--- config.mk ---
export PLATFORM = sky130hd
export DESIGN_NAME = fifo_wr_arbiter_flat
export DESIGN_NICKNAME = d
export VERILOG_FILES = /design/src/rtl/fifo_wr_arbiter_if.sv /design/src/rtl/fifo_wr_arbiter.sv /design/src/flat_wrapper.sv
export SDC_FILE = /design/constraint.sdc
export NUM_CORES = 1
export LEC_CHECK = 0
export BUFFER_PORTS_ARGS = -buffer_cell sky130_fd_sc_hd__buf_2
export CORE_AREA = 2 2 129 131
export CTS_CLUSTER_DIAMETER = 200
export DETAILED_ROUTE_END_ITERATION = 10
export DIE_AREA = 0 0 131 133
export GPL_TIMING_DRIVEN = 0
export PLACE_DENSITY_LB_ADDON = 0.15
export SLEW_MARGIN = 30
export SYNTH_ARGS = -nofsm -noshare
export SYNTH_HDL_FRONTEND = slang
export SYNTH_SLANG_ARGS = --single-unit
export TNS_END_PERCENT = 50
--- constraint.sdc ---
create_clock -name wr_clk -period 1.95 [get_ports wr_clk]
set_input_delay 0 -clock wr_clk [delete_from_list [all_inputs] [get_ports wr_clk]]
set_output_delay 0 -clock wr_clk [all_outputs]
set_load 0.03 [all_outputs]
--- src/rtl/fifo_wr_arbiter_if.sv ---
// Bundle shared by the write arbiter: requester channels, FIFO write port and grant status.
// The master view belongs to the arbiter; the slave view belongs to the requesters plus FIFO.
interface fifo_wr_arbiter_if #(
  parameter int NUM_REQ    = 4,
  parameter int DATA_WIDTH = 64
);
  localparam int ID_W = (NUM_REQ > 1) ? $clog2(NUM_REQ) : 1;

  logic [NUM_REQ-1:0]            req_valid;
  logic [NUM_REQ*DATA_WIDTH-1:0] req_data;
  logic [NUM_REQ-1:0]            req_ready;
  logic                          fifo_full;
  logic                          fifo_prog_full;
  logic                          fifo_wr_en;
  logic [DATA_WIDTH-1:0]         fifo_din;
  logic                          grant_vld;
  logic [ID_W-1:0]               grant_id;
  logic                          burst_done;

  modport master (
    input  req_valid, req_data, fifo_full, fifo_prog_full,
    output req_ready, fifo_wr_en, fifo_din, grant_vld, grant_id, burst_done
  );

  modport slave (
    output req_valid, req_data, fifo_full, fifo_prog_full,
    input  req_ready, fifo_wr_en, fifo_din, grant_vld, grant_id, burst_done
  );
endinterface

--- src/rtl/fifo_wr_arbiter.sv ---
// Round-robin burst arbiter that funnels NUM_REQ requester channels into one FIFO
// write port. A grant lasts up to BURST_LEN accepted beats or until the granted
// channel drops valid; at least one IDLE cycle separates consecutive bursts.
module fifo_wr_arbiter #(
  parameter int NUM_REQ    = 4,
  parameter int DATA_WIDTH = 64,
  parameter int BURST_LEN  = 16
) (
  input  logic                 wr_clk,
  input  logic                 global_rst,
  fifo_wr_arbiter_if.master    bus
);
  localparam int ID_W  = (NUM_REQ > 1) ? $clog2(NUM_REQ) : 1;
  localparam int CNT_W = $clog2(BURST_LEN + 1);

  typedef enum logic {
    IDLE  = 1'b0,
    BURST = 1'b1
  } state_t;

  state_t          state_r;
  logic [ID_W-1:0] rr_ptr_r;
  logic [ID_W-1:0] grant_id_r;
  logic [CNT_W-1:0] beat_cnt_r;
  logic            burst_done_r;

  logic            sel_found_s;
  logic [ID_W-1:0] sel_id_s;
  logic [ID_W:0]   rr_sum_s;
  logic [ID_W-1:0] rr_idx_s;
  logic            cur_valid_s;
  logic            wr_en_s;
  logic            last_beat_s;
  logic            burst_end_s;
  logic [ID_W-1:0] next_ptr_s;
  logic [NUM_REQ-1:0]    ready_s;
  logic [DATA_WIDTH-1:0] din_s;

  // Round-robin search: first valid channel at or after rr_ptr, wrapping to 0.
  always_comb begin
    sel_found_s = 1'b0;
    sel_id_s    = rr_ptr_r;
    rr_sum_s    = '0;
    rr_idx_s    = '0;
    for (int k = 0; k < NUM_REQ; k++) begin
      rr_sum_s = {1'b0, rr_ptr_r} + (ID_W+1)'(k);
      if (rr_sum_s >= (ID_W+1)'(NUM_REQ)) begin
        rr_sum_s = rr_sum_s - (ID_W+1)'(NUM_REQ);
      end else begin
        rr_sum_s = rr_sum_s;
      end
      rr_idx_s = rr_sum_s[ID_W-1:0];
      if (!sel_found_s && bus.req_valid[rr_idx_s]) begin
        sel_found_s = 1'b1;
        sel_id_s    = rr_idx_s;
      end else begin
        sel_found_s = sel_found_s;
      end
    end
  end

  // Write-side qualifiers for the granted channel and the two burst-end conditions.
  always_comb begin
    cur_valid_s = bus.req_valid[grant_id_r];
    wr_en_s     = (state_r == BURST) && cur_valid_s && !bus.fifo_full;
    last_beat_s = wr_en_s && (beat_cnt_r == CNT_W'(BURST_LEN - 1));
    burst_end_s = (state_r == BURST) && (!cur_valid_s || last_beat_s);
    if (grant_id_r == ID_W'(NUM_REQ - 1)) begin
      next_ptr_s = '0;
    end else begin
      next_ptr_s = grant_id_r + ID_W'(1);
    end
  end

  // Only the granted channel sees ready, and only while the FIFO has room.
  always_comb begin
    ready_s = '0;
    if (state_r == BURST) begin
      ready_s[grant_id_r] = !bus.fifo_full;
    end else begin
      ready_s = '0;
    end
  end

  // Data mux follows grant_id in every state so fifo_din is never undefined.
  always_comb begin
    din_s = '0;
    for (int i = 0; i < NUM_REQ; i++) begin
      if (grant_id_r == ID_W'(i)) begin
        din_s = bus.req_data[i*DATA_WIDTH +: DATA_WIDTH];
      end else begin
        din_s = din_s;
      end
    end
  end

  // Arbitration FSM: grant selection, beat counting, burst end and round-robin update.
  always_ff @(posedge wr_clk or posedge global_rst) begin
    if (global_rst) begin
      state_r      <= IDLE;
      rr_ptr_r     <= '0;
      grant_id_r   <= '0;
      beat_cnt_r   <= '0;
      burst_done_r <= 1'b0;
    end else begin
      case (state_r)
        IDLE: begin
          burst_done_r <= 1'b0;
          if (!bus.fifo_prog_full && sel_found_s) begin
            grant_id_r <= sel_id_s;
            beat_cnt_r <= '0;
            state_r    <= BURST;
          end
        end
        BURST: begin
          if (wr_en_s) begin
            beat_cnt_r <= beat_cnt_r + CNT_W'(1);
          end
          if (burst_end_s) begin
            state_r      <= IDLE;
            rr_ptr_r     <= next_ptr_s;
            burst_done_r <= 1'b1;
          end else begin
            burst_done_r <= 1'b0;
          end
        end
        default: begin
          state_r      <= IDLE;
          burst_done_r <= 1'b0;
        end
      endcase
    end
  end

  assign bus.req_ready  = ready_s;
  assign bus.fifo_wr_en = wr_en_s;
  assign bus.fifo_din   = din_s;
  assign bus.grant_vld  = (state_r == BURST);
  assign bus.grant_id   = grant_id_r;
  assign bus.burst_done = burst_done_r;

endmodule

--- src/flat_wrapper.sv ---
// flat-port wrapper written by rule: the top's interface ports become plain ports
module fifo_wr_arbiter_flat 
#(
  parameter int NUM_REQ    = 4,
  parameter int DATA_WIDTH = 64,
  parameter int BURST_LEN  = 16
)
  (wr_clk, global_rst, bus_req_valid, bus_req_data, bus_fifo_full, bus_fifo_prog_full, bus_req_ready, bus_fifo_wr_en, bus_fifo_din, bus_grant_vld, bus_grant_id, bus_burst_done);
  fifo_wr_arbiter_if #(.NUM_REQ(NUM_REQ), .DATA_WIDTH(DATA_WIDTH)) bus_i ();
  input  logic wr_clk;
  input  logic global_rst;
  input wire logic [$bits(bus_i.req_valid)-1:0] bus_req_valid;
  input wire logic [$bits(bus_i.req_data)-1:0] bus_req_data;
  input wire logic [$bits(bus_i.fifo_full)-1:0] bus_fifo_full;
  input wire logic [$bits(bus_i.fifo_prog_full)-1:0] bus_fifo_prog_full;
  output wire logic [$bits(bus_i.req_ready)-1:0] bus_req_ready;
  output wire logic [$bits(bus_i.fifo_wr_en)-1:0] bus_fifo_wr_en;
  output wire logic [$bits(bus_i.fifo_din)-1:0] bus_fifo_din;
  output wire logic [$bits(bus_i.grant_vld)-1:0] bus_grant_vld;
  output wire logic [$bits(bus_i.grant_id)-1:0] bus_grant_id;
  output wire logic [$bits(bus_i.burst_done)-1:0] bus_burst_done;
  assign bus_i.req_valid = bus_req_valid;
  assign bus_i.req_data = bus_req_data;
  assign bus_i.fifo_full = bus_fifo_full;
  assign bus_i.fifo_prog_full = bus_fifo_prog_full;
  assign bus_req_ready = bus_i.req_ready;
  assign bus_fifo_wr_en = bus_i.fifo_wr_en;
  assign bus_fifo_din = bus_i.fifo_din;
  assign bus_grant_vld = bus_i.grant_vld;
  assign bus_grant_id = bus_i.grant_id;
  assign bus_burst_done = bus_i.burst_done;
  fifo_wr_arbiter #(.NUM_REQ(NUM_REQ), .DATA_WIDTH(DATA_WIDTH), .BURST_LEN(BURST_LEN)) u_core (.wr_clk(wr_clk), .global_rst(global_rst), .bus(bus_i));
endmodule
[After elaboration in Yosys (flattened, before gate mapping)]
Cells that the tools add are included.
Word-level totals
  flip-flop bits (word level): 11
  input port bits: 264
  ROM bits: 0
  output and inout bits: 73
  logic and storage cells: 90
  bits in latches: 0
  memories: 0
  bits in writable memories: 0
Operators by class
  shifts and indexed selects: 0
  muxes and demuxes: 38
  reduce and logical (&&, ||, !) cells: 20
  $mul: 0
  equality and inequality tests: 6
  add/sub/neg operators: 9
  bitwise logic cells: 2
  divide/modulo/power cells: 0
  magnitude comparators: 10
Operators by type and width (number)
  2-to-1 mux 64 bit: 4
  2-to-1 mux 2 bit: 9
  < comparator 2 x 3 -> 1 bit, second input constant: 5
  2-to-1 mux 1 bit: 13
  binary-select mux 1 bit (select 2 bit): 5
  2-to-1 mux 5 bit: 2
  case mux 5 bit (2 select lines): 1
  >= comparator 3 bit, second input constant: 3
  logical AND 1 bit: 9
  subtractor 2 x 1 -> 2 bit, second input constant: 4
  adder 2 x 2 -> 3 bit, second input constant: 2
  logical NOT 1 bit: 6
  AND reduction 2 bit: 3
  adder 5 x 1 -> 5 bit, second input constant: 1
  equality test 5 x 4 -> 1 bit, second input constant: 1
  bitwise AND 4 bit: 1
  equality test 2 bit, second input constant: 2
  2-to-1 mux 4 bit: 1
  case mux 1 bit (2 select lines): 2
  adder 2 x 1 -> 3 bit, second input constant: 1
  >= comparator 2 x 3 -> 1 bit, second input constant: 1
  adder 2 x 1 -> 2 bit, second input constant: 1
  demux 1 bit (select 2 bit): 1
  equality test 2 x 1 -> 1 bit, second input constant: 1
  other kinds (6): 6

[Depth between registers and ports, before layout]
  depth in word-level cells: 17
  depth in mapped cells: 7
  mapped depth without buffers: 6

[Least setup slack after synthesis]
Ideal clock, no wire load.
  path kind: reg2out
  start point: register u_core.grant_id_r[1], in the netlist u_core.bus.grant_id[1]
  end point: output bus_fifo_din[58]
  data arrival time: 2313 ps
  slack: -363 ps
  required time: 1950 ps
  stages on the path, launching flop included: 7
  path through: dfrtp_1 -> inv_1 -> ha_1 -> clkbuf_1 -> nor2b_1 -> a221oi_1 -> o31ai_1
On the way
  word-level cells in the longest chain between the ends: 5
RTL lines
  start, declared: RTL line fifo_wr_arbiter.sv:23  | logic [ID_W-1:0] grant_id_r;
  start signal, assigned: RTL line fifo_wr_arbiter.sv:110  | grant_id_r <= sel_id_s;
  logical NOT 2 bit: RTL line fifo_wr_arbiter.sv:89  | if (grant_id_r == ID_W'(i)) begin
  2-to-1 mux 64 bit (3 in a row): RTL line fifo_wr_arbiter.sv:89
  2-to-1 mux 64 bit (*): RTL line fifo_wr_arbiter.sv:89
  end, declared: RTL line flat_wrapper.sv:18  | output wire logic [$bits(bus_i.fifo_din)-1:0] bus_fifo_din;
Mark *: on every way between the ends. The rest lies on a longest branch, timed or not.

[Worst setup path in the final report]
  start point: register u_core.grant_id_r[0], in the netlist u_core.bus.grant_id[0]
  end point: output bus_fifo_din[23]
Same word-level chain as after synthesis.

==> qor.tcl <==
set qor(failing_checks) {setup timing}
set qor(final_net_count) 1058
set qor(syn-num-nets) 705
set qor(ys.flop_type) {sky130_fd_sc_hd__dfrtp_1}
set qor(tritoncts_num_sinks) 11
set qor(result_of_the_run) {complete, but fails checks}
set qor(worst_path_dominant_cell_family) {buffers and inverters}
set qor(slowest_delay_ns) 0.44
set qor(critical_path.cell_chain) {buf_12 -> ha_4 -> clkbuf_4 -> nor2b_1 -> a221oi_4 -> o31ai_4 -> buf_4}
set qor(die_width_um) 131
set qor(cp_data_required_time_ns) 1.95
set qor(post-dp-hpwl_mm) 14.5
set qor(ys_seq_elements) 11
set qor(total_drc_errors_in_the_routed_layout) 0
set qor(worst_tran_pin_value_ns) 0.659
set qor(worst-path-max-fanout) 10
set qor(drt-initial-drc-count) 145
set qor(worstPathArrival_ns) 1.97
set qor(worstPathBufferInverterCount) 3
set qor(crit_path_end_kind) {output port}
set qor(most_numerous_cell_types_in_the_synthesized_netlist) {sky130_fd_sc_hd__nor2b_1, sky130_fd_sc_hd__nand2_1, sky130_fd_sc_hd__a221oi_1, sky130_fd_sc_hd__o31ai_1, sky130_fd_sc_hd__clkbuf_1}
set qor(grt_util_met2_pct) 36.5
set qor(vdd_ir_drop_max_mv) 1.21
set qor(synthCells) 435
set qor(finClkSkew_ns) 0.000608
set qor(floorplan.initialDensity_pct) 18.5
set qor(final-hold-violation-count) 0
set qor(syn2layout_area_growth_pct) 143
set qor(gpl.final_weighted_congestion) 0.812
set qor(fin_crit_sh_pct) 101
set qor(first_global_vias) 4864
set qor(clk_pin_slew_worst_paths_ns) 0.04
set qor(power.static_leakage_nw) 3.23
set qor(finalSetupViolations) 5
set qor(layout-drive-gt1-share_pct) 71.9
set qor(grt_util_met1_pct) 22.0
set qor(drt_pre_antenna_iters) 4
set qor(synth_sequential_area_ratio_pct) 9.22
set qor(multiInputGateArea_um2) 4020
set qor(avgViaCountPerCell) 4.77
set qor(max_cap_violations) 0
set qor(per_instance_average_area_after_synthesis_um2) 6.87
set qor(timing.hold.worst.class) {in -> reg}
set qor(synth_top_cell_by_area) {sky130_fd_sc_hd__nor2b_1}
set qor(coreArea_um2) 16200
set qor(total_power_mw) 14.4
set qor(timing.final.crit_period_ns) 1.97
set qor(worst_slew_margin_pct) 56.0
set qor(cts_max_path_buffers) 2
set qor(crit_slowest_cell) {sky130_fd_sc_hd__dfrtp_2}
set qor(area_enclosed_by_the_die_boundary_um2) 17400
set qor(fillers) 1662
set qor(grt_first_pass_wirelength_mm) 26.2
set qor(clkLatencyLatePin_ns) 0.24
set qor(placed_area_um2) 5550
set qor(clock.fmax_ghz) 0.509
set qor(grt_max_degree) 12
set qor(die-height_um) 133
set qor(synthMostInstantiatedCell) {sky130_fd_sc_hd__nor2b_1}
set qor(synth-edff-count) 0
set qor(synth_largest_type_area_fraction_pct) 26.4
set qor(numPortBuffers) 336
set qor(grt-busiest-layer) {met2}
set qor(grt.overflow.total) 0
set qor(placement_rows) 47
set qor(netlist-cell-type-count) 35
set qor(htree_levels) 1
set qor(postRouteWirelength_mm) 18.7
set qor(grtUsageMet3_pct) 3.60
set qor(rsz0062_at_grt) {yes}
set qor(area.sequential_um2) 278
set qor(gr-usage-all-layers_pct) 19.1
set qor(cts_tree) {yes}
set qor(yosys_warnings) 0
set qor(worst_slack_ns) -0.0159
set qor(cts_root_buffer) {sky130_fd_sc_hd__clkbuf_16}
set qor(finalInstanceArea_um2) 7250
set qor(synth_area_um2) 2990
set qor(start_kind) {register}
set qor(design.portCount) 337
set qor(tritoncts.num_buffers) 3
set qor(max_transition_viols_final) 0
set qor(worstSetupPathType) {reg -> out}
set qor(yosys-top-cells-area) {sky130_fd_sc_hd__nor2b_1, sky130_fd_sc_hd__a221oi_1, sky130_fd_sc_hd__o31ai_1}
set qor(num_vias) 4813
set qor(async_set_reset_flop_share_out_of_synthesis_pct) 100
set qor(initial_antenna_violation_count) 3
set qor(avgRoutedWirePerCell_um) 18.5
set qor(ant_nets_after_route) 0
set qor(power_density_nw_per_um2) 1990
==> per-layer routing <==
metal	wire length, um	vias to the layer above
li1	-	2335
met1	7390	2280
met2	9760	180
met3	1270	18
met4	248	0
met5	0	-
==> stage by stage <==
step	setup WS [ns]	TNS (ns)	instances	utilization, %	hold WS [ns]
2_1_floorplan	-0.0705	-2.19	435	-	-0.148
3_3_place_gp	-0.831	-34.52	991	34.3	0.0121
5_1_grt	-0.0736	-1.95	1009	44.9	0.144
3_5_place_dp	-0.866	-35.12	991	34.3	0.00835
6_report	-0.0159	-0.0483	1009	44.9	0.122
4_1_cts	-0.0348	-0.520	1001	41.6	0.110
==> state kept, by name (all words and copies together) (netlist names) <==
signal                 flops
u_core.rr_ptr_r            2
u_core.beat_cnt_r          5
u_core.bus.grant_vld       1
u_core.bus.burst_done      1
u_core.bus.grant_id        2
==> worst reg2reg max path, stage by stage, from the launching register on <==
cell                      delay (ns)
sky130_fd_sc_hd__dfrtp_2        0.42
sky130_fd_sc_hd__buf_4          0.15
sky130_fd_sc_hd__mux4_2         0.62
sky130_fd_sc_hd__a21oi_4        0.21
sky130_fd_sc_hd__mux2_1         0.33
==> worst paths after layout <==
path                                        start  cells after the start  slack (ns)                      to
setup / recovery           u_core.bus.grant_id[0]                      7       -0.02        bus_fifo_din[23]
hold / removal                   bus_req_valid[1]                      3        0.12  u_core.bus.grant_id[1]
setup reg to reg           u_core.bus.grant_id[0]                      4        0.11      u_core.rr_ptr_r[1]
hold reg to reg              u_core.beat_cnt_r[3]                      1        0.52    u_core.beat_cnt_r[3]
max in group asynchronous              global_rst                      3        1.33  u_core.bus.grant_id[0]
min in group asynchronous              global_rst                      3        0.30    u_core.beat_cnt_r[0]
==> cell families after synthesis <==
family          count (synthesis)  share of synthesized area [%]
buf+inv                        54                           6.95
fa+ha+maj                       6                           2.51
compound gates                147                           39.9
flops                          11                           9.22
simple gates                  212                           39.2
mux                             5                           2.22
==> where the power goes <==
group	switching, mW	internal (mW)
sequential	0.116	0.316
combinational	7.76	5.85
clock	0.0994	0.274
==> timing repair <==
| item | in CTS | in global routing |
|---|---|---|
| gates resized for setup | 249 | 107 |
| buffers inserted | 5 | 5 |
| hold endpoints to repair | 11 | 0 |
| pin swaps | 3 | 9 |
| cloned | 0 | 1 |
| hold buffers | 1 | 0 |
| setup endpoints to repair | 68 | 65 |
==> area by class of cell <==
cell class,instances,area share (%)
Timing Repair Buffer,348,27.9
Multi-Input combinational cell,370,55.4
Sequential cell,11,3.83
Buffer,48,7.64
Antenna cell,2,0.0690
Tap cell,220,3.79
Inverter,6,0.310
Clock buffer,4,1.09
==> layout by cell type, fill, tap and decap left out, types with 4 or more instances in the layout <==
master,synthesis,layout
sky130_fd_sc_hd__inv_1,6,4
sky130_fd_sc_hd__clkbuf_2,0,4
sky130_fd_sc_hd__and2_1,6,6
sky130_fd_sc_hd__a221oi_2,0,27
sky130_fd_sc_hd__o31ai_2,0,31
sky130_fd_sc_hd__buf_12,0,8
sky130_fd_sc_hd__buf_6,0,19
sky130_fd_sc_hd__buf_2,4,277
sky130_fd_sc_hd__ha_1,6,4
sky130_fd_sc_hd__a221oi_4,0,36
sky130_fd_sc_hd__buf_4,0,53
sky130_fd_sc_hd__clkbuf_16,0,6
sky130_fd_sc_hd__o31ai_4,0,33
sky130_fd_sc_hd__nor2b_1,126,98
sky130_fd_sc_hd__nand2_1,66,66
sky130_fd_sc_hd__nor2b_2,0,25
sky130_fd_sc_hd__clkbuf_8,0,9
sky130_fd_sc_hd__clkbuf_4,0,19
sky130_fd_sc_hd__dfrtp_1,11,9
Power figures use the tool's default switching activity.
